## src/rtl/signed_acc_pkg.sv

```systemverilog
// Shared types and constants for the signed accumulator slice.
package signed_acc_pkg;

   localparam int unsigned DATA_W = 32;

   localparam logic [DATA_W-1:0] SAT_MAX = 32'h7FFF_FFFF;
   localparam logic [DATA_W-1:0] SAT_MIN = 32'h8000_0000;

   typedef enum logic [1:0] {
      IDLE  = 2'd0,
      ACCUM = 2'd1,
      DONE  = 2'd2
   } state_t;

endpackage

```

## src/rtl/signed_acc_unit_if.sv

```systemverilog
// Job, operand and result handshake bundle for signed_acc_unit.
interface signed_acc_unit_if
   import signed_acc_pkg::*;
#(
   parameter int unsigned LEN_W = 8
);
   logic              start;
   logic [LEN_W-1:0]  len;
   logic              in_valid;
   logic              in_ready;
   logic [DATA_W-1:0] in_data;
   logic              out_valid;
   logic              out_ready;
   logic [DATA_W-1:0] out_sum;
   logic              out_ovf;
   logic              busy;

   modport master (
      output start, len, in_valid, in_data, out_ready,
      input  in_ready, out_valid, out_sum, out_ovf, busy
   );

   modport slave (
      input  start, len, in_valid, in_data, out_ready,
      output in_ready, out_valid, out_sum, out_ovf, busy
   );
endinterface

```

## src/rtl/signed_2s_comp_add.sv

```systemverilog
// Combinational 32-bit two's-complement adder; wraps modulo 2^32, no overflow output.
module signed_2s_comp_add
   import signed_acc_pkg::*;
(
   input  logic [DATA_W-1:0] a,
   input  logic [DATA_W-1:0] b,
   output logic [DATA_W-1:0] sum
);
   assign sum = a + b;
endmodule

```

## src/rtl/signed_acc_unit.sv

```systemverilog
// Signed streaming accumulator with sticky overflow flag and valid/ready result port.
// Define SIGNED_ACC_SAT_EN to clamp the running sum on overflow instead of wrapping.
module signed_acc_unit
   import signed_acc_pkg::*;
#(
   parameter int unsigned LEN_W = 8
)(
   input  logic             clk,
   input  logic             rst_n,
   signed_acc_unit_if.slave bus
);

   state_t            state;
   logic [DATA_W-1:0] acc;
   logic [LEN_W-1:0]  cnt;
   logic [LEN_W-1:0]  len_q;
   logic              ovf;

   logic [DATA_W-1:0] add_sum;
   logic [DATA_W-1:0] next_acc;
   logic [LEN_W-1:0]  cnt_nxt;
   logic              step_ovf;
   logic              beat;

   signed_2s_comp_add u_add (
      .a   (acc),
      .b   (bus.in_data),
      .sum (add_sum)
   );

   // Like-signed operands producing an opposite-signed result is a signed overflow.
   assign step_ovf = (acc[DATA_W-1] == bus.in_data[DATA_W-1]) &&
                     (add_sum[DATA_W-1] != acc[DATA_W-1]);

`ifdef SIGNED_ACC_SAT_EN
   assign next_acc = step_ovf ? (acc[DATA_W-1] ? SAT_MIN : SAT_MAX) : add_sum;
`else
   assign next_acc = add_sum;
`endif

   assign cnt_nxt = cnt + LEN_W'(1);
   assign beat    = bus.in_valid && bus.in_ready;

   // Control and all handshake outputs are registered alongside the state.
   always_ff @(posedge clk) begin
      if (!rst_n) begin
         state         <= IDLE;
         acc           <= '0;
         cnt           <= '0;
         len_q         <= '0;
         ovf           <= 1'b0;
         bus.in_ready  <= 1'b0;
         bus.out_valid <= 1'b0;
         bus.out_sum   <= '0;
         bus.out_ovf   <= 1'b0;
         bus.busy      <= 1'b0;
      end else begin
         case (state)
            IDLE: begin
               if (bus.start) begin
                  acc      <= '0;
                  cnt      <= '0;
                  ovf      <= 1'b0;
                  len_q    <= bus.len;
                  bus.busy <= 1'b1;
                  if (bus.len == '0) begin
                     state         <= DONE;
                     bus.out_valid <= 1'b1;
                     bus.out_sum   <= '0;
                     bus.out_ovf   <= 1'b0;
                  end else begin
                     state        <= ACCUM;
                     bus.in_ready <= 1'b1;
                  end
               end
            end
            ACCUM: begin
               if (beat) begin
                  acc <= next_acc;
                  cnt <= cnt_nxt;
                  if (step_ovf) ovf <= 1'b1;
                  if (cnt_nxt == len_q) begin
                     state         <= DONE;
                     bus.in_ready  <= 1'b0;
                     bus.out_valid <= 1'b1;
                     bus.out_sum   <= next_acc;
                     bus.out_ovf   <= ovf | step_ovf;
                  end
               end
            end
            DONE: begin
               if (bus.out_ready) begin
                  state         <= IDLE;
                  bus.out_valid <= 1'b0;
                  bus.busy      <= 1'b0;
               end
            end
            default: begin
               state         <= IDLE;
               bus.in_ready  <= 1'b0;
               bus.out_valid <= 1'b0;
               bus.busy      <= 1'b0;
            end
         endcase
      end
   end

endmodule

```

## src/flat_wrapper.sv

```systemverilog
// flat-port wrapper written by rule: the top's interface ports become plain ports
module signed_acc_unit_flat import signed_acc_pkg::*;
#(
   parameter int unsigned LEN_W = 8
)
  (clk, rst_n, bus_start, bus_len, bus_in_valid, bus_in_data, bus_out_ready, bus_in_ready, bus_out_valid, bus_out_sum, bus_out_ovf, bus_busy);
  signed_acc_unit_if #(.LEN_W(LEN_W)) bus_i ();
  input  logic clk;
  input  logic rst_n;
  input wire logic [$bits(bus_i.start)-1:0] bus_start;
  input wire logic [$bits(bus_i.len)-1:0] bus_len;
  input wire logic [$bits(bus_i.in_valid)-1:0] bus_in_valid;
  input wire logic [$bits(bus_i.in_data)-1:0] bus_in_data;
  input wire logic [$bits(bus_i.out_ready)-1:0] bus_out_ready;
  output wire logic [$bits(bus_i.in_ready)-1:0] bus_in_ready;
  output wire logic [$bits(bus_i.out_valid)-1:0] bus_out_valid;
  output wire logic [$bits(bus_i.out_sum)-1:0] bus_out_sum;
  output wire logic [$bits(bus_i.out_ovf)-1:0] bus_out_ovf;
  output wire logic [$bits(bus_i.busy)-1:0] bus_busy;
  assign bus_i.start = bus_start;
  assign bus_i.len = bus_len;
  assign bus_i.in_valid = bus_in_valid;
  assign bus_i.in_data = bus_in_data;
  assign bus_i.out_ready = bus_out_ready;
  assign bus_in_ready = bus_i.in_ready;
  assign bus_out_valid = bus_i.out_valid;
  assign bus_out_sum = bus_i.out_sum;
  assign bus_out_ovf = bus_i.out_ovf;
  assign bus_busy = bus_i.busy;
  signed_acc_unit #(.LEN_W(LEN_W)) u_core (.clk(clk), .rst_n(rst_n), .bus(bus_i));
endmodule
```

## config.mk

```make
export PLATFORM = sky130hd
export DESIGN_NAME = signed_acc_unit_flat
export DESIGN_NICKNAME = d
export VERILOG_FILES = /design/src/rtl/signed_acc_pkg.sv /design/src/rtl/signed_acc_unit_if.sv /design/src/rtl/signed_2s_comp_add.sv /design/src/rtl/signed_acc_unit.sv /design/src/flat_wrapper.sv
export SDC_FILE = /design/constraint.sdc
export NUM_CORES = 1
export LEC_CHECK = 0
export ABC_AREA = 1
export BUFFER_PORTS_ARGS = -buffer_cell sky130_fd_sc_hd__buf_2
export CAP_MARGIN = 30
export CORE_MARGIN = 2
export CORE_UTILIZATION = 59
export CTS_CLUSTER_DIAMETER = 120
export CTS_CLUSTER_SIZE = 20
export DETAILED_ROUTE_END_ITERATION = 10
export MAX_ROUTING_LAYER = met4
export PLACE_DENSITY_LB_ADDON = 0.08
export SYNTH_ARGS = -nofsm -noshare
export SYNTH_HDL_FRONTEND = slang
export SYNTH_HIERARCHICAL = 1
export SYNTH_SLANG_ARGS = --single-unit
```

## constraint.sdc

```tcl
create_clock -name clk -period 2.36 [get_ports clk]
set_input_delay 0.118 -clock clk [delete_from_list [all_inputs] [get_ports clk]]
set_output_delay 0.118 -clock clk [all_outputs]
set_load 0.02 [all_outputs]
```

==> impl_results.md <==
- First-pass GRT wire length: 25890 um
- R2R Setup Slk: 0.18 ns
- Row count: 37
- Max Root-Sink Buffers: 2
- Slew Limit Fails: 0
- Outcome: complete, no violations
- Post-Layout Inst Area: 0.007253 sq mm
- Worst setup path category: flip-flop to flip-flop
- Met1 wire length: 7207 um
- Antenna Nets Post-Route: 0
- Max Cap Viol: 0
- Peak Freq: 0.4594 GHz
- Vias in the first global route: 5636
- Clock latency on the worst-skew pair: 0.37 ns
- Via/cell ratio: 5.171
- Cells after Synth: 1006
- Most used cell, CP: nand2_1
- Antenna violations before repair: 0
- Largest net degree at the start of global routing: 64
- Kind of end point of the critical path: flip-flop
- Global router's overall resource usage: 0.2896
- Synth warnings: 6
- Register area: 0.001744 sq mm
- Highest Signal Layer: met4
- Leakage: 3.759 nW
- Met3 WL post-DR: 861 um
- Cell with the most instances after synthesis: nand2_1
- Worst EP arrival: 2.48 ns
- Fillers: 998
- Die Width: 107.6 um
- Num Clock Sinks: 87
- Crit path launch type: flip-flop
- Crit-path cells: ha_2, fa_2, nand3_1, nand3_2, nand2_1, nand2_2, nand2_1, nand2_2, nand2_1, nand3_1, nand2_1, nand2_1, inv_1, nand3_2, a21oi_2
- Post-Synth Adder-Cell Area: 0.06635
- Synthesized cell area: 0.006336 sq mm
- Final net count: 1156
- FF+latch count, synth: 87
- CTS clock-pin slew for the worst setup and hold paths: 0.09 ns
- Xor/xnor share of the synthesized area: 0.02350
- PwrDens: 633.2 mW/mm^2
- Setup TNS: 0 ns
- Cts bufs inserted: 9
- Inserted Diodes: 0
- Share of post-route cells with drive strength above 1: 0.2096
- Grt ovf: 0
- Fin cells: 1219
- Crit path largest cell delay: 0.40 ns
- Worst reg-to-reg path cell count: 15
- Async SR Flop Fraction: 0
- Critical Path End: u_core/bus.out_sum[28]
- Final Wtd Congestion: 0.9451
- Critical path origin: u_core/acc[0]
- Main synth FF type: dfxtp_1
- DR iter-0 viols: 325
- IO buf count: 80
- Power Total: 4.593 mW
- DR WL met2: 7793 um
- Crit Path Max Fanout: 4
- Placement Cell Area: 0.006830 sq mm
- DR WL/cell: 13.36 um
- Peak VDD IR: 0.4786 mV
- Post-synth EDFFs: 0
- Cell taking the most area after synthesis: dfxtp_1
- Multi-input logic area: 0.004044 sq mm
- Root Driver: clkbuf_8
- Final hold violations: 0
- Final Skew: 0.008571 ns
- Largest family of logic cells by synthesized area: simple AND/OR/NAND/NOR gates
- CTS tree: done
- Worst r2r dst: u_core/bus.out_sum[28]
- Drt pass-1 iters: 5
- Syn_area_per_cell: 6.298 sq um
- CP required: 2.66 ns
- Vias: 6304
- Final Cycle Share: 0.9224
- Top-Level Pins: 81
- Postcts setup bufs: 0
- Initial Util: 0.6110
- Sequential share of the synthesized area: 0.2749
- Yosys cell types: 41
- Post-Synth Simple-Gate Area: 0.3813
- Die footprint: 0.01158 sq mm
- Final WL: 16290 um
- Post-synthesis compound-gate area fraction: 0.1311
- Placed Instances: 1202
- CORE AREA: 0.01037 sq mm
- DP HPWL: 12220 um
- Yosys top cell area share: 0.2749
- Synth cell count leaders: nand2_1 (337), inv_1 (147), nor2_1 (95), dfxtp_1 (87), nand3_1 (57)
- Synth top area cells: dfxtp_1 (27%), nand2_1 (20%), inv_1 (8.7%), ha_1 (6.3%), nor2_1 (5.6%)
- Worst slew pin tran: 0.6272 ns
- Syn Nets: 1084
- Height of the die: 107.6 um
- Min Clock Period, post-route: 2.177 ns
- Crit-path slowest cell: fa_2
- HP Class: input pin to flip-flop
- H-tree Lvls: 3
- Layout area overhead: 14.47%
- Rel. slew slack: 0.5819
- Final setup viols: 0
- Hold Path Depth: 3
- Post-synthesis mux area share: 0
- Drt drc: 0
- RR Startpoint: u_core/acc[0]
==> state kept, by name, indices dropped and copies added, names as in the netlist <==
name                  cells
u_core/acc               32
u_core/bus.in_ready       1
u_core/len_q              8
u_core/bus.out_ovf        1
u_core/bus.out_valid      1
u_core/ovf                1
u_core/bus.out_sum       32
u_core/state              2
u_core/bus.busy           1
u_core/cnt                8
==> per-layer routing <==
| metal | track usage | up-vias |
|---|---|---|
| li1 | - | 3302 |
| met1 | 0.3561 | 2799 |
| met2 | 0.4838 | 177 |
| met3 | 0.04540 | 26 |
| met4 | 0.1007 | 0 |
| met5 | - | - |
==> cells by family after synthesis <==
kind of cell / count (synthesis)
simple gates: 551
buf+inv: 187
compound gates: 131
flops: 87
fa+ha+maj: 33
xor+xnor: 17
==> layout make-up <==
| type | count | share of cell area |
|---|---|---|
| multi-input combinational | 732 | 0.5575 |
| sequential | 87 | 0.2405 |
| inverter | 155 | 0.08021 |
| timing repair buffer | 93 | 0.07245 |
| tap | 136 | 0.02346 |
| clock buffer | 11 | 0.01811 |
| clock inverter | 5 | 0.007763 |
==> layout by cell type (no fill, tap or decap), types with 7 or more instances in the layout <==
master	netlist	final
nand3_1	57	57
nor2_1	95	92
buf_2	11	80
nand2_2	16	20
ha_1	32	13
a21oi_2	27	31
inv_2	7	7
ha_4	0	13
xor2_1	14	14
clkbuf_8	0	9
nand3_2	20	20
nor2_2	7	9
a21oi_1	53	49
nand2_1	337	333
inv_1	147	147
dfxtp_1	87	85
a211oi_1	24	23
buf_4	3	10
o21ai_0	21	19
==> where the power goes <==
| group | leakage, nW | switching, mW | total [mW] | internal [mW] |
|---|---|---|---|---|
| registers | 0.712 | 0.0995 | 1.71 | 1.61 |
| clock network | 0.0937 | 0.566 | 1.06 | 0.491 |
| logic | 2.95 | 1.17 | 1.83 | 0.656 |
| total | 3.76 | 1.84 | 4.59 | 2.75 |
==> worst min path at each step <==
stage	start	endpoint	slack, ns
finish	bus_len[3]	u_core/len_q[3]	0.05
global route	bus_len[6]	u_core/len_q[6]	0.05
CTS	bus_len[0]	u_core/len_q[0]	0.03
detailed placement	bus_len[1]	u_core/len_q[1]	0.37
global placement	bus_len[1]	u_core/len_q[1]	0.37
floorplan	bus_len[1]	u_core/len_q[1]	0.25
==> critical path, delay by kind of cell, from the launching register on <==
| family | cells | cell delay, ns |
|---|---|---|
| AO/OA/AOI/OAI | 1 | 0.15 |
| buffers and inverters | 1 | 0.10 |
| flip-flops | 1 | 0.32 |
| AND/OR/NAND/NOR | 11 | 0.93 |
| adder cells (fa/ha/maj) | 2 | 0.60 |
==> per-stage QoR <==
step	hold slack (ns)	utilization	worst slack (ns)
3_5_place_dp	0.3724	0.6587	0.1075
5_1_grt	0.04544	0.6994	-0.01395
2_1_floorplan	0.2529	-	0.3339
3_3_place_gp	0.3699	0.6587	0.1508
4_1_cts	0.02971	0.6777	0.07865
6_report	0.05028	0.6994	0.1831
==> what timing repair did <==
| action | 4_1_cts | 5_1_grt |
|---|---|---|
| setup endpoints to repair | 0 | 9 |
| endpoints found under the hold margin | 1 | 0 |
| gates resized for setup | 0 | 38 |
| hold buffers | 1 | 0 |
Note: power is estimated with default switching activity, not from simulation.
